**config.mk**
```make
export PLATFORM = sky130hd
export DESIGN_NAME = thread_fetch_scheduler
export DESIGN_NICKNAME = d
export VERILOG_FILES = /design/src/rtl/rx32_thread_pkg.sv /design/src/rtl/rr_arbiter.sv /design/src/rtl/thread_fetch_scheduler.sv
export SDC_FILE = /design/constraint.sdc
export NUM_CORES = 1
export LEC_CHECK = 0
export ABC_CLOCK_PERIOD_IN_PS = 8400
export CAP_MARGIN = 5
export CORE_UTILIZATION = 50
export CTS_CLUSTER_SIZE = 30
export DETAILED_ROUTE_END_ITERATION = 6
export PLACE_DENSITY_LB_ADDON = 0.25
export SLEW_MARGIN = 5
export SYNTH_ARGS = -nofsm -noshare
export SYNTH_HDL_FRONTEND = slang
export SYNTH_HIERARCHICAL = 1
export SYNTH_SLANG_ARGS = --single-unit
export TNS_END_PERCENT = 1
```
**constraint.sdc**
```tcl
create_clock -name clk -period 8.4 [get_ports clk]
set_input_delay 1.68 -clock clk [delete_from_list [all_inputs] [get_ports clk]]
set_output_delay 1.68 -clock clk [all_outputs]
set_load 0.005 [all_outputs]
```
**src/rtl/rx32_thread_pkg.sv**
```systemverilog
// Shared types and constants for the five-thread instruction fetch scheduler.
// Each thread owns a 100-word window of the 512-word instruction memory.
package rx32_thread_pkg;
  localparam int NUM_THREADS = 5;
  localparam int SLOT_DEPTH  = 100;
  localparam int ADDR_W      = 9;

  typedef logic [2:0]        tid_t;
  typedef logic [6:0]        pc_off_t;
  typedef logic [ADDR_W-1:0] addr_t;

  localparam addr_t THREAD_BASE [NUM_THREADS] = '{9'd0, 9'd100, 9'd200, 9'd300, 9'd400};

  function automatic logic in_range(tid_t t, pc_off_t p, logic chk_pc);
    return (int'(t) < NUM_THREADS) && (!chk_pc || int'(p) < SLOT_DEPTH);
  endfunction

  function automatic pc_off_t pc_inc(pc_off_t p);
    return (p == pc_off_t'(SLOT_DEPTH-1)) ? '0 : p + 7'd1;
  endfunction

  function automatic addr_t base_addr(tid_t t);
    addr_t b;
    b = '0;
    for (int i = 0; i < NUM_THREADS; i++)
      if (t == tid_t'(i)) b = THREAD_BASE[i];
    return b;
  endfunction
endpackage

```
**src/rtl/rr_arbiter.sv**
```systemverilog
// Five-way round-robin pick: first eligible thread strictly after ptr,
// wrapping so that ptr itself is considered last.
module rr_arbiter
  import rx32_thread_pkg::*;
(
  input  logic [NUM_THREADS-1:0] elig,
  input  logic [2:0]             ptr,
  output logic [NUM_THREADS-1:0] gnt_oh,
  output logic [2:0]             gnt_id,
  output logic                   gnt_vld
);
  always_comb begin : arb
    int idx;
    idx     = 0;
    gnt_oh  = '0;
    gnt_id  = '0;
    gnt_vld = 1'b0;
    for (int i = 1; i <= NUM_THREADS; i++) begin
      idx = (int'(ptr) + i) % NUM_THREADS;
      if (!gnt_vld && elig[idx]) begin
        gnt_vld     = 1'b1;
        gnt_id      = tid_t'(idx);
        gnt_oh[idx] = 1'b1;
      end
    end
  end
endmodule

```
**src/rtl/thread_fetch_scheduler.sv**
```systemverilog
// Round-robin instruction fetch scheduler for five hardware threads; presents
// one registered fetch beat per cycle with a valid/ready handshake.
module thread_fetch_scheduler
  import rx32_thread_pkg::*;
(
  input  logic                   clk,
  input  logic                   rst_n,
  input  logic                   start_valid,
  input  logic [2:0]             start_tid,
  input  logic [6:0]             start_pc,
  input  logic                   halt_valid,
  input  logic [2:0]             halt_tid,
  input  logic                   redirect_valid,
  input  logic [2:0]             redirect_tid,
  input  logic [6:0]             redirect_pc,
  input  logic [NUM_THREADS-1:0] thread_stall,
  input  logic                   fetch_ready,
  output logic                   fetch_valid,
  output logic [2:0]             fetch_tid,
  output logic [6:0]             fetch_pc,
  output logic [ADDR_W-1:0]      imem_a,
  output logic [NUM_THREADS-1:0] active,
  output logic                   cmd_err
);
  logic [NUM_THREADS-1:0]      active_q, active_d;
  logic [NUM_THREADS-1:0][6:0] pc_q, pc_d;
  tid_t                        rr_ptr_q, rr_ptr_d;
  logic                        fetch_valid_q, fetch_valid_d;
  tid_t                        fetch_tid_q, fetch_tid_d;
  pc_off_t                     fetch_pc_q, fetch_pc_d;
  logic                        cmd_err_q, cmd_err_d;

  logic                   start_ok, halt_ok, redir_ok;
  logic [NUM_THREADS-1:0] start_hit, halt_hit, redir_hit, pc_reload, fetch_oh;
  logic [NUM_THREADS-1:0] elig, gnt_oh;
  tid_t                   gnt_id;
  logic                   gnt_vld, flush, load;
  pc_off_t                gnt_pc;

  always_comb begin
    start_ok  = start_valid    && in_range(start_tid, start_pc, 1'b1);
    halt_ok   = halt_valid     && in_range(halt_tid, '0, 1'b0);
    redir_ok  = redirect_valid && in_range(redirect_tid, redirect_pc, 1'b1);
    cmd_err_d = (start_valid && !start_ok) || (halt_valid && !halt_ok) ||
                (redirect_valid && !redir_ok);
    start_hit = '0;
    halt_hit  = '0;
    redir_hit = '0;
    fetch_oh  = '0;
    for (int t = 0; t < NUM_THREADS; t++) begin
      start_hit[t] = start_ok && (start_tid == tid_t'(t));
      halt_hit[t]  = halt_ok  && (halt_tid == tid_t'(t));
      redir_hit[t] = redir_ok && (redirect_tid == tid_t'(t));
      fetch_oh[t]  = (fetch_tid_q == tid_t'(t));
    end
    // A start on an already running thread behaves as a redirect.
    pc_reload = (redir_hit | start_hit) & active_q;
    elig      = active_q & ~thread_stall & ~(start_hit | halt_hit | redir_hit);
    flush     = fetch_valid_q && !fetch_ready && |(fetch_oh & (halt_hit | pc_reload));
    load      = !fetch_valid_q || fetch_ready || flush;
  end

  rr_arbiter u_arb (
    .elig    (elig),
    .ptr     (rr_ptr_q),
    .gnt_oh  (gnt_oh),
    .gnt_id  (gnt_id),
    .gnt_vld (gnt_vld)
  );

  always_comb begin
    gnt_pc   = '0;
    active_d = active_q;
    pc_d     = pc_q;
    for (int t = 0; t < NUM_THREADS; t++) begin
      if (gnt_oh[t]) gnt_pc = gnt_pc | pc_q[t];
      if (halt_hit[t])
        active_d[t] = 1'b0;
      else if (redir_hit[t] && active_q[t])
        pc_d[t] = redirect_pc;
      else if (start_hit[t]) begin
        active_d[t] = 1'b1;
        pc_d[t]     = start_pc;
      end else if (load && gnt_oh[t])
        pc_d[t] = pc_inc(pc_q[t]);
    end
  end

  always_comb begin
    fetch_valid_d = fetch_valid_q;
    fetch_tid_d   = fetch_tid_q;
    fetch_pc_d    = fetch_pc_q;
    rr_ptr_d      = rr_ptr_q;
    if (load) begin
      fetch_valid_d = gnt_vld;
      if (gnt_vld) begin
        fetch_tid_d = gnt_id;
        fetch_pc_d  = gnt_pc;
        rr_ptr_d    = gnt_id;
      end
    end
  end

  always_ff @(posedge clk or negedge rst_n) begin
    if (!rst_n) begin
      active_q      <= '0;
      pc_q          <= '0;
      rr_ptr_q      <= tid_t'(NUM_THREADS-1);
      fetch_valid_q <= 1'b0;
      fetch_tid_q   <= '0;
      fetch_pc_q    <= '0;
      cmd_err_q     <= 1'b0;
    end else begin
      active_q      <= active_d;
      pc_q          <= pc_d;
      rr_ptr_q      <= rr_ptr_d;
      fetch_valid_q <= fetch_valid_d;
      fetch_tid_q   <= fetch_tid_d;
      fetch_pc_q    <= fetch_pc_d;
      cmd_err_q     <= cmd_err_d;
    end
  end

  assign fetch_valid = fetch_valid_q;
  assign fetch_tid   = fetch_tid_q;
  assign fetch_pc    = fetch_pc_q;
  assign imem_a      = base_addr(fetch_tid_q) + addr_t'(fetch_pc_q);
  assign active      = active_q;
  assign cmd_err     = cmd_err_q;
endmodule

```
==> results.yml <==
placed_design:
  place_congestion: 0.971
  dp.cells: 1088
  place_area_um2: 7730
  dp_hpwl_um: 16300
  portBuffers: 59
sta:
  tightest_slew_ps: 957
  max_freq_ghz: 0.139
  finalHoldViolCount: 0
  fin_skew_ps: 7.85
  relSlewSlack: 0.360
  fin_setup_tns_ps: 0
  rsz0062_at_grt: "false"
  setup_violations: 0
  period_share: 0.857
  min_period_ps: 7190
  slew_viol_final: 0
finish:
  layout.cells.non_filler: 1096
  final_nets: 993
  drive_gt1_frac: 0.100
  num_antenna_cells: 0
  area_delta_synth_final_pct: 11.3
  finish.utilization: 0.569
  design_area_um2: 7900
synth:
  synth_flop_cell: "dfrtp_1"
  async_flop_share: 1.00
  synth_warnings: 6
  yosysMostFrequentCell: "nand2_1"
  ys_seq_elements: 53
  synth_cell_types: 103
  synth.top_cell.area_share: 0.183
  synth_edf_count: 0
  synth_nets: 971
  ys_top_cells_by_count: "nand2_1, a21oi_1, o21ai_0, nor2_1, dfrtp_1"
  ys_seq_area_frac: 0.187
  avgSynthCellArea_um2: 7.95
  synthCells: 893
  syn_area_um2: 7100
  synthTopCellsByArea: "dfrtp_1, ha_1, nand2_1"
  yosys.area.top_type: "dfrtp_1"
detailed_routing:
  dr.pass1.iters: 7
  viasPerCell: 6.56
  wl_per_cell_um: 19.9
  vias: 7190
  ant_nets: 0
  routed_wl_um: 21800
  drt-initial-drc-count: 954
  drc: 18
floorplan:
  start_util: 0.512
  fp.dieW_um: 121
  num_rows: 43
  ios: 60
  die_y_um: 121
  dieArea_um2: 14700
  coreArea_um2: 13900
clocking:
  htreeDepth: 2
  cts_tree: "built"
  cts_setup_buffers: 0
  clk_pin_slew_ps: 80
  clockBufferDepth: 2
  cts_buffers: 5
  numClockSinks: 53
  cts_resized: 0
  ctsHoldBuffers: 0
  cts_root_buf: "clkbuf_16"
  insertion_delay_ps: 310
hold_path:
  hold_class: "reg2reg"
grt:
  grt_pass1_wl_um: 35000
  grt_pass1_vias: 6514
  grt_usage: 0.303
  grt_max_degree: 60
  overflow: 0
  antenna_found_initial: 0
setup_path:
  crit_type: "reg2reg"
  cp.arrival_ps: 7390
  critPathCaptureType: "flop"
  start_kind: "flop"
  worstPathMaxFanout: 20
  required_ps: 8600
power:
  p_leak_nw: 3.20
  irDropWorstVdd_mv: 0.356
  power_w: 0.00400
  powerDensity_nw_per_um2: 506
run_status:
  outcome: "finished, violations left"
  violations: "DRC"
flow_run:
  drv_cap: 0
-- cell type report --
cell class | count | area, um^2
Fill cell | 1308 | 5980
Multi-Input combinational cell | 744 | 5370
Sequential cell | 53 | 1330
Timing Repair Buffer | 68 | 653
Tap cell | 180 | 225
Inverter | 43 | 161
Clock buffer | 6 | 129
Clock inverter | 2 | 38.8
-- metal layers --
layer	track usage	share of wire	routed length (um)	vias to the layer above
met4	0.0610	0.016	340	0
met5	0	0	0	-
met1	0.450	0.47	10100	3406
met3	0.0926	0.11	2500	39
li1	-	-	-	3399
met2	0.424	0.40	8830	346
-- cell usage in the layout, fill, tap and decap left out, types with 21 or more instances in the layout --
cell and n:
a21oi_1 61, clkdlybuf4s50_1 58, dfrtp_1 51, ha_1 43
inv_1 39, mux2_2 24, nand2_1 88, nand3_1 34
nor2_1 58, o21ai_0 59, xnor2_1 21
-- cell families after synthesis --
group                    synth area share
AND/OR/NAND/NOR                     0.266
AO/OA/AOI/OAI                       0.280
buffers and inverters              0.0585
multiplexers                       0.0932
flip-flops                          0.187
adder cells (fa/ha/maj)            0.0786
XOR/XNOR                           0.0368
-- power by group --
part / switching (W) / total (W) / internal (W)
clock: 0.000110 / 0.000252 / 0.000143
sequential: 0.000174 / 0.000544 / 0.000370
combinational: 0.00185 / 0.00320 / 0.00136
total: 0.00213 / 0.00400 / 0.00187
-- critical path: stages (launching register included) --
cell and delay [ps]:
dfrtp_2 360, clkinv_1 500, ha_1 610, xnor2_1 370, inv_1 180, ha_1 270, nor2_1 120, a21oi_1 110
xnor2_1 470, ha_1 340, nand2b_1 130, o22ai_1 70, a311o_1 430, mux2i_1 390, or4b_1 230, nand3_2 120
and4bb_1 520, nand3_4 120, o221ai_1 700, o21ai_0 350, a21oi_4 300, mux2_2 360
-- worst paths after layout --
path | from | depth (start not counted) | to | slack [ps]
worst max-delay path | rr_ptr_q[0] | 21 | pc_q[20] | 1210
worst min-delay path | active[4] | 2 | active[4] | 590
worst max register to register | rr_ptr_q[0] | 21 | pc_q[20] | 1210
worst min register to register | active[4] | 2 | active[4] | 590
max in group asynchronous | rst_n | 2 | rr_ptr_q[0] | 6360
min in group asynchronous | rst_n | 2 | pc_q[10] | 1500
-- state kept, by name (all words and copies together), names as in the netlist --
register / cells
fetch_pc: 7
cmd_err: 1
fetch_valid: 1
active: 5
fetch_tid: 1
pc_q: 35
rr_ptr_q: 3
-- stage by stage --
step | worst slack [ps] | hold slack, ps
final | 1210 | 586
after global routing | 751 | 623
after detailed placement | 1350 | 554
after global placement | 1460 | 568
after CTS | 1390 | 578
after floorplan | 1880 | 526
(Power assumes the default switching activity.)
==> edit (config.mk and constraints unchanged) <==
Set the package constant `ADDR_W` to 10 (it was 9).
--- a/src/rtl/rx32_thread_pkg.sv
+++ b/src/rtl/rx32_thread_pkg.sv
@@ -3,7 +3,7 @@
 package rx32_thread_pkg;
   localparam int NUM_THREADS = 5;
   localparam int SLOT_DEPTH  = 100;
-  localparam int ADDR_W      = 9;
+  localparam int ADDR_W      = 10;
 
   typedef logic [2:0]        tid_t;
   typedef logic [6:0]        pc_off_t;
Interface: changed (resized imem_a); port bits go from 60 to 61. No check against the original RTL was run, so the function may have changed too.
==> edit against the unedited design <==
- routed wire length up 1.6%
- setup slack better by 110 ps
- first-iteration DRC count grew 5.3%
- via count rose by 2.9%
- sequential cell count unchanged
- combinational power about the same
- sequential share of layout area is 0.053 points higher
- core utilization up 1.6 points
- area after synthesis decreased by 1.1%
- power is 0.92% higher
- final area fell by 0.32%
- largest cell class unchanged
- largest power group unchanged
==> edit: results (changes against the unedited design) <==
Status
  – Run status: completed (was finished, violations left)

Detailed routing
  – Routed wire length on met2: 10300 um (was 8830 um)
  – Violation count after the first detailed-route iteration: 1005 (was 954)
  – Post-DR wirelength/cell: 20.1 um (was 19.9 um)
  – Uppermost signal routing layer after detailed routing: met5 (was met4)
  – Post-detailed-route via-to-cell ratio: 6.72 (was 6.56)
  – Via Count: 7399 (was 7190)
  – Sum of met3 wire segment lengths after detailed routing: 2050 um (was 2500 um)
  – Count of TritonRoute iterations in the first routing pass: 7 (unchanged)
  – Met1 routed wirelength after detailed routing: 9410 um (was 10100 um)

GRT
  – Global router's overall resource usage: 30.9% (was 30.3%)
  – Met1 Use GR: 42.8% (was 45.0%)
  – Met3 Use GR: 4.62% (was 9.26%)
  – Number of antenna violations at the first check in global routing: 1 (was 0)
  – GRT met2 Usage: 50.1% (was 42.4%)
  – Wire length of the first global-routing pass: 35500 um (was 35000 um)
  – Via count of the first global-routing pass: 6746 (was 6514)
  – Pin count of the biggest net entering global routing: 62 (was 60)

STA
  – Worst rel slew slack: 16.7% (was 36.0%)
  – Skew final: 4.93 ps (was 7.85 ps)

Synth
  – Yosys warning count: 6 (unchanged)
  – Synth top area cells: sky130_fd_sc_hd__dfrtp_1 (19%), sky130_fd_sc_hd__ha_1 (7.7%), sky130_fd_sc_hd__nand2_1 (5.0%) (was sky130_fd_sc_hd__dfrtp_1 (18%), sky130_fd_sc_hd__ha_1 (7.6%), sky130_fd_sc_hd__nand2_1 (4.7%))
  – Count of distinct cell types in the synthesized netlist: 101 (was 103)
  – Syn_area_per_cell: 7.81 um^2 (was 7.95 um^2)
  – Synth cell count leaders: sky130_fd_sc_hd__nand2_1 (94), sky130_fd_sc_hd__a21oi_1 (66), sky130_fd_sc_hd__o21ai_0 (60) (was sky130_fd_sc_hd__nand2_1 (88), sky130_fd_sc_hd__a21oi_1 (61), sky130_fd_sc_hd__o21ai_0 (59))
  – Synthesized Nets: 977 (was 971)

Critical path
  – Top fanout value on the critical path: 11 (was 20)
  – Maximum cell stage delay along the critical path: 970 ps (was 700 ps)
  – Arrival @ worst endpoint: 7280 ps (was 7390 ps)
  – Slowest cell on the critical path: sky130_fd_sc_hd__o311ai_1 (was sky130_fd_sc_hd__o221ai_1)

Final layout
  – Final net count: 1002 (was 993)
  – Layout filler cell count: 1234 (was 1308)
  – Share of post-route cells with drive strength above 1: 9.30% (was 10.0%)

Power and ir drop
  – Max VDD drop: 0.204 mV (was 0.356 mV)
  – P_leak: 0.00322 uW (was 0.00320 uW)

Placed design
  – DP Cell Count: 1093 (was 1088)
  – Number of port buffers: 60 (was 59)
  – Weighted congestion at the end of routability-driven global placement: 0.970 (was 0.971)
  – HPWL Detailed: 16700 um (was 16300 um)
  – Post-place setup slack: 1230 ps (was 1350 ps)

CTS
  – Setup fix buffers added after clock tree synthesis: 0 (unchanged)
edit: cell types whose count changed after synthesis, moves of 4 or more:
cell	delta
sky130_fd_sc_hd__nand2_1	+6
sky130_fd_sc_hd__o221ai_1	+4
sky130_fd_sc_hd__mux2_4	-7
sky130_fd_sc_hd__mux2_2	+6
sky130_fd_sc_hd__a21oi_1	+5
sky130_fd_sc_hd__nand3b_1	-6
edit: area by class of cell:
class                      instances  share of cell area [%]
tap                              176                    2.80
sequential                        53                    16.9
multi-input combinational        753                    67.3
clock buffer                       5                    1.59
clock inverter                     3                   0.874
timing repair buffer              72                    8.71
inverter                          39                    1.86
edit: path summary, 6_finish.rpt:
kind,startpoint,end,slack (ps),depth (start not counted)
worst max-delay path,start_pc[4],pc_q[11],1310,16
worst min-delay path,pc_q[6],pc_q[6],590,1
worst max register to register,rr_ptr_q[0],pc_q[11],1520,21
worst min register to register,pc_q[6],pc_q[6],590,1
max in group asynchronous,rst_n,rr_ptr_q[0],6390,2
min in group asynchronous,rst_n,fetch_tid[2],1500,2
edit: stage by stage:
stage | area, um^2 | util, %
6_report | 7880 | 58.5
5_1_grt | 7880 | 58.5
4_1_cts | 7880 | 58.5
3_5_place_dp | 7680 | 57.1
3_3_place_gp | 7680 | 57.1
2_1_floorplan | 7020 | -
edit: cell families after synthesis:
group	Yosys count	share of synthesized area, %
AND/OR/NAND/NOR	340	26.1
AO/OA/AOI/OAI	280	28.3
buffers and inverters	93	5.61
multiplexers	58	9.23
flip-flops	53	18.9
adder cells (fa/ha/maj)	44	7.95
XOR/XNOR	31	3.97
edit: report_power, final:
part / switching, uW / total [uW] / internal, uW
clock network: 106 / 278 / 172
registers: 196 / 571 / 375
logic: 1840 / 3190 / 1350
